$ cat src/rtl/control_sequencer.sv
// rtl/control_sequencer.sv - multi-cycle control step sequencer for the 32-bit datapath
// Fetch T0-T2, decode in T3, execute T3-T7. Moore outputs from state plus the live IR opcode.
module control_sequencer #(
  parameter int DATA_WIDTH = 32,
  parameter int OP_WIDTH = 5,
  parameter logic [OP_WIDTH-1:0] ALU_ADD = 5'b00011
) (
  input  logic                  Clock,
  input  logic                  clear,
  input  logic                  start,
  input  logic [DATA_WIDTH-1:0] registerIR,
  output logic                  run,
  output logic                  PCout,
  output logic                  IncPC,
  output logic                  MARin,
  output logic                  Zin,
  output logic                  Zlo_out,
  output logic                  PCin,
  output logic                  MDRin,
  output logic                  MDRout,
  output logic                  IRin,
  output logic                  Gra,
  output logic                  Grb,
  output logic                  Rin,
  output logic                  Rout,
  output logic                  BAout,
  output logic                  Yin,
  output logic                  Cout,
  output logic                  HIout,
  output logic                  LOout,
  output logic                  Mem_Read,
  output logic                  Mem_Write,
  output logic                  Mem_enable512x32,
  output logic [OP_WIDTH-1:0]   opcode
);

  localparam logic [OP_WIDTH-1:0] OP_LD   = 5'b00000;
  localparam logic [OP_WIDTH-1:0] OP_LDI  = 5'b00001;
  localparam logic [OP_WIDTH-1:0] OP_ST   = 5'b00010;
  localparam logic [OP_WIDTH-1:0] OP_ADDI = 5'b00011;
  localparam logic [OP_WIDTH-1:0] OP_ORI  = 5'b01010;
  localparam logic [OP_WIDTH-1:0] OP_ANDI = 5'b01011;
  localparam logic [OP_WIDTH-1:0] OP_MFHI = 5'b11000;
  localparam logic [OP_WIDTH-1:0] OP_MFLO = 5'b11001;
  localparam logic [OP_WIDTH-1:0] OP_HALT = 5'b11011;

  typedef enum logic [3:0] {
    S_IDLE, S_T0, S_T1, S_T2, S_T3, S_T4, S_T5, S_T6, S_T7, S_HALT
  } state_t;

  state_t state_q, state_d;

  logic [OP_WIDTH-1:0] op;
  logic                is_alu_imm;
  logic                is_ldi;
  logic                is_mem;
  logic                unused_ir;

  // Decode is combinational on the IR, so it is only meaningful from T3 on.
  assign op         = registerIR[DATA_WIDTH-1 -: OP_WIDTH];
  assign is_alu_imm = (op == OP_ADDI) || (op == OP_ORI) || (op == OP_ANDI);
  assign is_ldi     = (op == OP_LDI);
  assign is_mem     = (op == OP_LD) || (op == OP_ST);
  assign unused_ir  = ^registerIR[DATA_WIDTH-OP_WIDTH-1:0];

  always_ff @(posedge Clock or posedge clear) begin
    if (clear) begin
      state_q <= S_IDLE;
    end else begin
      state_q <= state_d;
    end
  end

  always_comb begin
    state_d = state_q;
    unique case (state_q)
      S_IDLE: if (start) state_d = S_T0;
      S_T0:   state_d = S_T1;
      S_T1:   state_d = S_T2;
      S_T2:   state_d = S_T3;
      S_T3: begin
        if (is_alu_imm || is_ldi || is_mem) state_d = S_T4;
        else if (op == OP_HALT)             state_d = S_HALT;
        else                                state_d = S_T0;
      end
      S_T4:   state_d = S_T5;
      S_T5:   state_d = is_mem ? S_T6 : S_T0;
      S_T6:   state_d = S_T7;
      S_T7:   state_d = S_T0;
      S_HALT: state_d = S_HALT;
      default: state_d = S_IDLE;
    endcase
  end

  always_comb begin
    run = 1'b0;
    PCout = 1'b0; IncPC = 1'b0; MARin = 1'b0; Zin = 1'b0; Zlo_out = 1'b0;
    PCin = 1'b0; MDRin = 1'b0; MDRout = 1'b0; IRin = 1'b0;
    Gra = 1'b0; Grb = 1'b0; Rin = 1'b0; Rout = 1'b0; BAout = 1'b0;
    Yin = 1'b0; Cout = 1'b0; HIout = 1'b0; LOout = 1'b0;
    Mem_Read = 1'b0; Mem_Write = 1'b0; Mem_enable512x32 = 1'b0;
    opcode = '0;
    case (state_q)
      S_T0: begin
        run = 1'b1; PCout = 1'b1; IncPC = 1'b1; MARin = 1'b1; Zin = 1'b1;
      end
      S_T1: begin
        run = 1'b1; Zlo_out = 1'b1; PCin = 1'b1; Mem_Read = 1'b1;
        Mem_enable512x32 = 1'b1; MDRin = 1'b1;
      end
      S_T2: begin
        run = 1'b1; MDRout = 1'b1; IRin = 1'b1;
      end
      S_T3: begin
        run = 1'b1;
        if (is_alu_imm) begin
          Grb = 1'b1; Rout = 1'b1; Yin = 1'b1;
        end else if (is_ldi || is_mem) begin
          Grb = 1'b1; BAout = 1'b1; Yin = 1'b1;
        end else if (op == OP_MFHI) begin
          HIout = 1'b1; Gra = 1'b1; Rin = 1'b1;
        end else if (op == OP_MFLO) begin
          LOout = 1'b1; Gra = 1'b1; Rin = 1'b1;
        end
      end
      S_T4: begin
        run = 1'b1; Cout = 1'b1; Zin = 1'b1;
        opcode = is_alu_imm ? op : ALU_ADD;
      end
      S_T5: begin
        run = 1'b1; Zlo_out = 1'b1;
        if (is_mem) begin
          MARin = 1'b1;
        end else begin
          Gra = 1'b1; Rin = 1'b1;
        end
      end
      S_T6: begin
        run = 1'b1; MDRin = 1'b1;
        if (op == OP_ST) begin
          Gra = 1'b1; Rout = 1'b1;
        end else begin
          Mem_Read = 1'b1; Mem_enable512x32 = 1'b1;
        end
      end
      S_T7: begin
        run = 1'b1;
        if (op == OP_ST) begin
          Mem_Write = 1'b1; Mem_enable512x32 = 1'b1;
        end else begin
          MDRout = 1'b1; Gra = 1'b1; Rin = 1'b1;
        end
      end
      default: ;
    endcase
  end

endmodule

$ cat config.mk
export PLATFORM = sky130hd
export DESIGN_NAME = control_sequencer
export DESIGN_NICKNAME = d
export VERILOG_FILES = /design/src/rtl/control_sequencer.sv
export SDC_FILE = /design/constraint.sdc
export NUM_CORES = 1
export LEC_CHECK = 0
export ABC_AREA = 1
export CAP_MARGIN = 20
export CORE_MARGIN = 4
export CORE_UTILIZATION = 31
export CTS_BUF_LIST = sky130_fd_sc_hd__clkbuf_8
export DETAILED_ROUTE_END_ITERATION = 12
export PLACE_DENSITY = 0.88
export SYNTH_ARGS = -nofsm -noshare
export SYNTH_HDL_FRONTEND = slang
export SYNTH_SLANG_ARGS = --single-unit
$ cat constraint.sdc
create_clock -name Clock -period 2.3 [get_ports Clock]
set_clock_uncertainty 0.2 [all_clocks]
set_input_delay 0.46 -clock Clock [delete_from_list [all_inputs] [get_ports Clock]]
set_output_delay 0.46 -clock Clock [all_outputs]
set_load 0.005 [all_outputs]
Yosys cells after proc, flatten, opt, wreduce, memory -nomap -nowiden
Cells that the tools add are included.

storage, ports and cells
  output and inout port bits = 27
  register bits after elaboration = 4
  input port bits = 35

operators by class
  mux-type cells = 45
  reductions and logical operators = 12
  eq/ne operators = 18

operators by type and width
  operator                                                         count
  4-bit case mux with 10 select lines                              1
  1-bit 2-to-1 mux                                                 31
  4-bit by 3-bit == test with 1-bit output, second input constant  4
  5-bit == test, second input constant                             3
  4-bit 2-to-1 mux                                                 3
  5-bit by 2-bit == test with 1-bit output, second input constant  2
  5-bit by 4-bit == test with 1-bit output, second input constant  2
  5-bit 2-to-1 mux                                                 2
  4-bit by 2-bit == test with 1-bit output, second input constant  2
  4-bit == test, second input constant                             2
  1-bit case mux with 2 select lines                               4
  8-bit OR reduction                                               1
  1-bit logical OR                                                 6
  1-bit case mux with 3 select lines                               2
  2-bit OR reduction                                               3
  5-bit by 1-bit == test with 1-bit output, second input constant  1
  5-bit zero test                                                  1
  4-bit by 1-bit == test with 1-bit output, second input constant  1
  4-bit zero test                                                  1
  1-bit case mux with 4 select lines                               1
  3-bit 2-to-1 mux                                                 1
  2-bit != test, second input constant                             1

Logic depth before layout (Yosys ltp)
  depth after elaboration = 7
  gate-level depth with buffers = 7
  depth with buffers taken out = 7

Least setup slack after synthesis
OpenSTA, ideal clock, no wires.

  path kind = in2out
  start point = input registerIR[29]
  end point = output Yin
  path buffers = 1
  arrival time = 1047 ps
  setup slack = 593 ps
  stages on the path = 6
  required time = 1640 ps
  path through = nor2_1 > nand3_1 > nand2_1 > nand2_1 > inv_1 > buf_4

on the way
  longest elaborated chain between the ends = 6
  elaborated cells between the ends (all ways) = 13

ends and longest elaborated chain
  element                                                                             line  RTL
  start: declaration                                                                  11    input logic [DATA_WIDTH-1:0] registerIR,
  5-bit by 2-bit == test with 1-bit output / 5-bit zero test (equally long branches)  63    assign is_mem = (op == OP_LD) || (op == OP_ST);
  1-bit logical OR                                                                    63
  1-bit logical OR                                                                    118   end else if (is_ldi || is_mem) begin
  1-bit 2-to-1 mux                                                                    n/a
  1-bit 2-to-1 mux * (2 in a row)                                                     n/a
  end: declaration                                                                    27    output logic Yin,

Mark *: on every way between the ends. The rest lies on a longest branch, timed or not.

Worst setup path after layout
  start point = input registerIR[31]
  end point = output Rin

on the way
  longest elaborated chain between the ends = 6
  elaborated cells between the ends (all ways) = 19

ends and longest elaborated chain
  element                                                      line      RTL
  5-bit == test, or another cell as far along                  122       end else if (op == OP_MFLO) begin
  1-bit 2-to-1 mux / 1-bit logical OR (equally long branches)  122, 63
  1-bit 2-to-1 mux / 1-bit logical OR (equally long branches)  120, 118
  1-bit 2-to-1 mux                                             118
  1-bit 2-to-1 mux                                             116       if (is_alu_imm) begin
  1-bit case mux with 3 select lines *                         103       case (state_q)
  end: declaration                                             24        output logic Rin,

Marks and branches as above.

==> flow_summary.toml <==
[global_route]
grt_pass1_wl_um = 4240
grt_max_degree = 8
antenna_found_initial = 0
grtUsageMet1 = 0.239
grt_pass1_vias = 961
grt_use_total = 0.216
grt-busiest-layer = "met2"
use_met2 = 0.380
grtUsageMet3 = 0.0233
grt_overflow = 0

[timing]
period_needed_ns = 2.25
hold_viol = 0
finalSetupViolations = 0
fin_ws_ns = 0.0527
fmax_mhz = 445
holdWs_ns = 0.220
drv_slew = 0
finalCritPeriodShare = 0.977

[worst_setup_path]
crit_required_ns = 1.64
rrSetupSlack_ns = 0.84
worst_setup_path_end_kind = "primary output"
r2r_start = "state_q[2]$_DFFE_PP0P_"
crit_path_end = "Rin"
crit_arrival_ns = 1.59
startpoint_type = "primary input"
reg2regPathDepth = 6
cp_max_fo = 4
reg2reg_to = "state_q[1]$_DFFE_PP0P_"
critical_path.startpoint = "registerIR[31]"
critPathKind = "in2out"

[layout]
largest_reg_flops = 4
top_register = "state_q"
reg_top3 = "state_q (4)"
diodes = 0
register_area_um2 = 105
area_growth_pct = 107
fillers = 143
drive_above_1_share = 0.409
final_cells = 189
multi_input_area_um2 = 449
fin_nets = 201

[die]
start_util = 0.329
io_pins = 62
dieArea_um2 = 2610
die_y_um = 51.0
row_count = 15
coreArea_um2 = 1750
die_width_um = 51.0

[route]
routedWlPerCell_um = 14.2
vias = 962
final_antenna_net_count = 0
drc = 0
routed_via_density = 5.09
totalWireLength_um = 2680
first_pass_iters = 5
drtIter0Drc = 34

[synthesis]
yosysSeqAreaShare = 0.174
synth-seq-cells = 4
synth-simple-area-share = 0.564
synth.area.mux_share = 0
netlist_area_um2 = 574
synth_top_family_by_area = "simple AND/OR/NAND/NOR gates"
synth_area_per_cell_um2 = 5.47
synth_fa_ha_area_frac = 0
synth-xor-area-share = 0
synth-compound-area-share = 0.0719
synth.distinct_cells = 19
yosys_warnings = 0
synth_cells = 105

[cts]
cts.sinks = 4
path_clk_slew_ns = 0.03
clk_latency_ns = 0.22
cts_hold_buf = 0
clock-root-buffer = "clkbuf_8"
cts_made_buffers = 3
cts_tree = "yes"
clockBufferDepth = 2
htreeDepth = 1

[run]
drv_cap = 0

[power_and_ir_drop]
p_per_area_nw_per_um2 = 973
p_leak_uw = 0.000657
peakVddDrop_mv = 0.705

[placed_design]
port_buffers = 32
globalplace.congestion = 0.805
hpwl_um = 1490
place_inst = 169
place_ws_ns = -0.427

[min_path]
hold_path.class = "in2async"

[outcome]
status = "finished, final reports clean"
[cells by family after synthesis]
family                 Yosys count
and+or+nand+nor                 68
buffers and inverters           24
AOI/OAI and AO/OA                8
DFF                              4
other                            1
[where the power goes]
| part | switching, uW | leakage [uW] | internal [uW] | total (uW) |
|---|---|---|---|---|
| Clock | 39.6 | 0.0000216 | 112 | 151 |
| Combinational | 424 | 0.000590 | 424 | 848 |
| Sequential | 54.6 | 0.0000458 | 105 | 160 |
[metal layers]
layer  vias to the layer above  part of all wire
met5                         -                 0
met4                         0             0.052
met3                        19             0.080
met2                        71              0.50
met1                       437              0.37
li1                        435                 -
[what timing repair did]
item                       4_1_cts  5_1_grt
gates resized for setup         50       15
setup buffers                   15        2
setup endpoints to repair       18       12
hold endpoints to repair         0        0
pin swaps                       12        7
[worst max-delay path, stage by stage]
cell and delay, ns:
dlygate4sd2_1 0.28, nor2_2 0.17, buf_4 0.15, nand3_1 0.08
nand2_1 0.10, nand3_1 0.08, dlygate4sd2_1 0.26
[synthesized netlist by cell type]
cell       n  share of area
nor2_4     2          0.039
inv_1     17           0.11
nor2_1    21           0.14
a21oi_1    1         0.0087
nand4_1    1          0.011
buf_4      4          0.052
nand2_1   21           0.14
conb_1     1         0.0065
nor2_2     5          0.054
o22ai_1    1          0.011
nor3_2     1          0.017
dfrtp_1    4           0.17
nand3b_1   1          0.013
nand3_1   11          0.096
nor3_1     2          0.017
inv_2      3          0.020
o21ai_0    6          0.052
nand2_4    1          0.020
nand2_2    2          0.022
[layout make-up]
| type | count | area share |
|---|---|---|
| Multi-Input combinational cell | 78 | 0.377 |
| Timing Repair Buffer | 59 | 0.409 |
| Inverter | 20 | 0.0651 |
| Clock buffer | 3 | 0.0347 |
| Sequential cell | 4 | 0.0882 |
| Tap cell | 25 | 0.0263 |
[how the worst min path moves through the flow]
stage                                  end  slack (ns)  cells after the start
floorplan           state_q[0]$_DFFE_PP0P_        0.03                      1
finish              state_q[2]$_DFFE_PP0P_        0.22                      2
CTS                 state_q[2]$_DFFE_PP0P_        0.22                      2
global route        state_q[2]$_DFFE_PP0P_        0.24                      2
detailed placement  state_q[0]$_DFFE_PP0P_        0.39                      1
global placement    state_q[0]$_DFFE_PP0P_        0.37                      1
[stage by stage]
step	total power (uW)	setup TNS (ns)	util	instance area (um2)
finish	1160	0	0.682	1190
global route	1240	-0.00108	0.682	1190
CTS	1100	0	0.676	1180
detailed placement	820	-5.00	0.558	975
global placement	797	-4.94	0.558	975
floorplan	465	0	-	578
[cells in the final DEF, fill, tap and decap left out]
cell / Yosys / final
nand3_1: 11 / 9
nand2_1: 21 / 19
nor3_2: 1 / 1
nand2_2: 2 / 3
clkbuf_2: 0 / 4
nor2_2: 5 / 4
dlymetal6s2s_1: 0 / 1
dfrtp_2: 0 / 4
nor3_1: 2 / 2
inv_2: 3 / 5
inv_4: 0 / 1
nand3b_1: 1 / 1
nand3_4: 0 / 1
clkbuf_8: 0 / 3
buf_4: 4 / 27
clkdlybuf4s15_2: 0 / 1
o21ai_1: 0 / 1
clkdlybuf4s15_1: 0 / 3
inv_1: 17 / 14
nor2_4: 2 / 8
conb_1: 1 / 2
nor2_1: 21 / 16
nand2_4: 1 / 2
a21oi_1: 1 / 1
o21ai_0: 6 / 5
nand4_1: 1 / 1
clkdlybuf4s50_1: 0 / 10
nand3_2: 0 / 1
buf_2: 0 / 1
o22ai_2: 0 / 1
dlygate4sd2_1: 0 / 12
(Power assumes the default switching activity.)
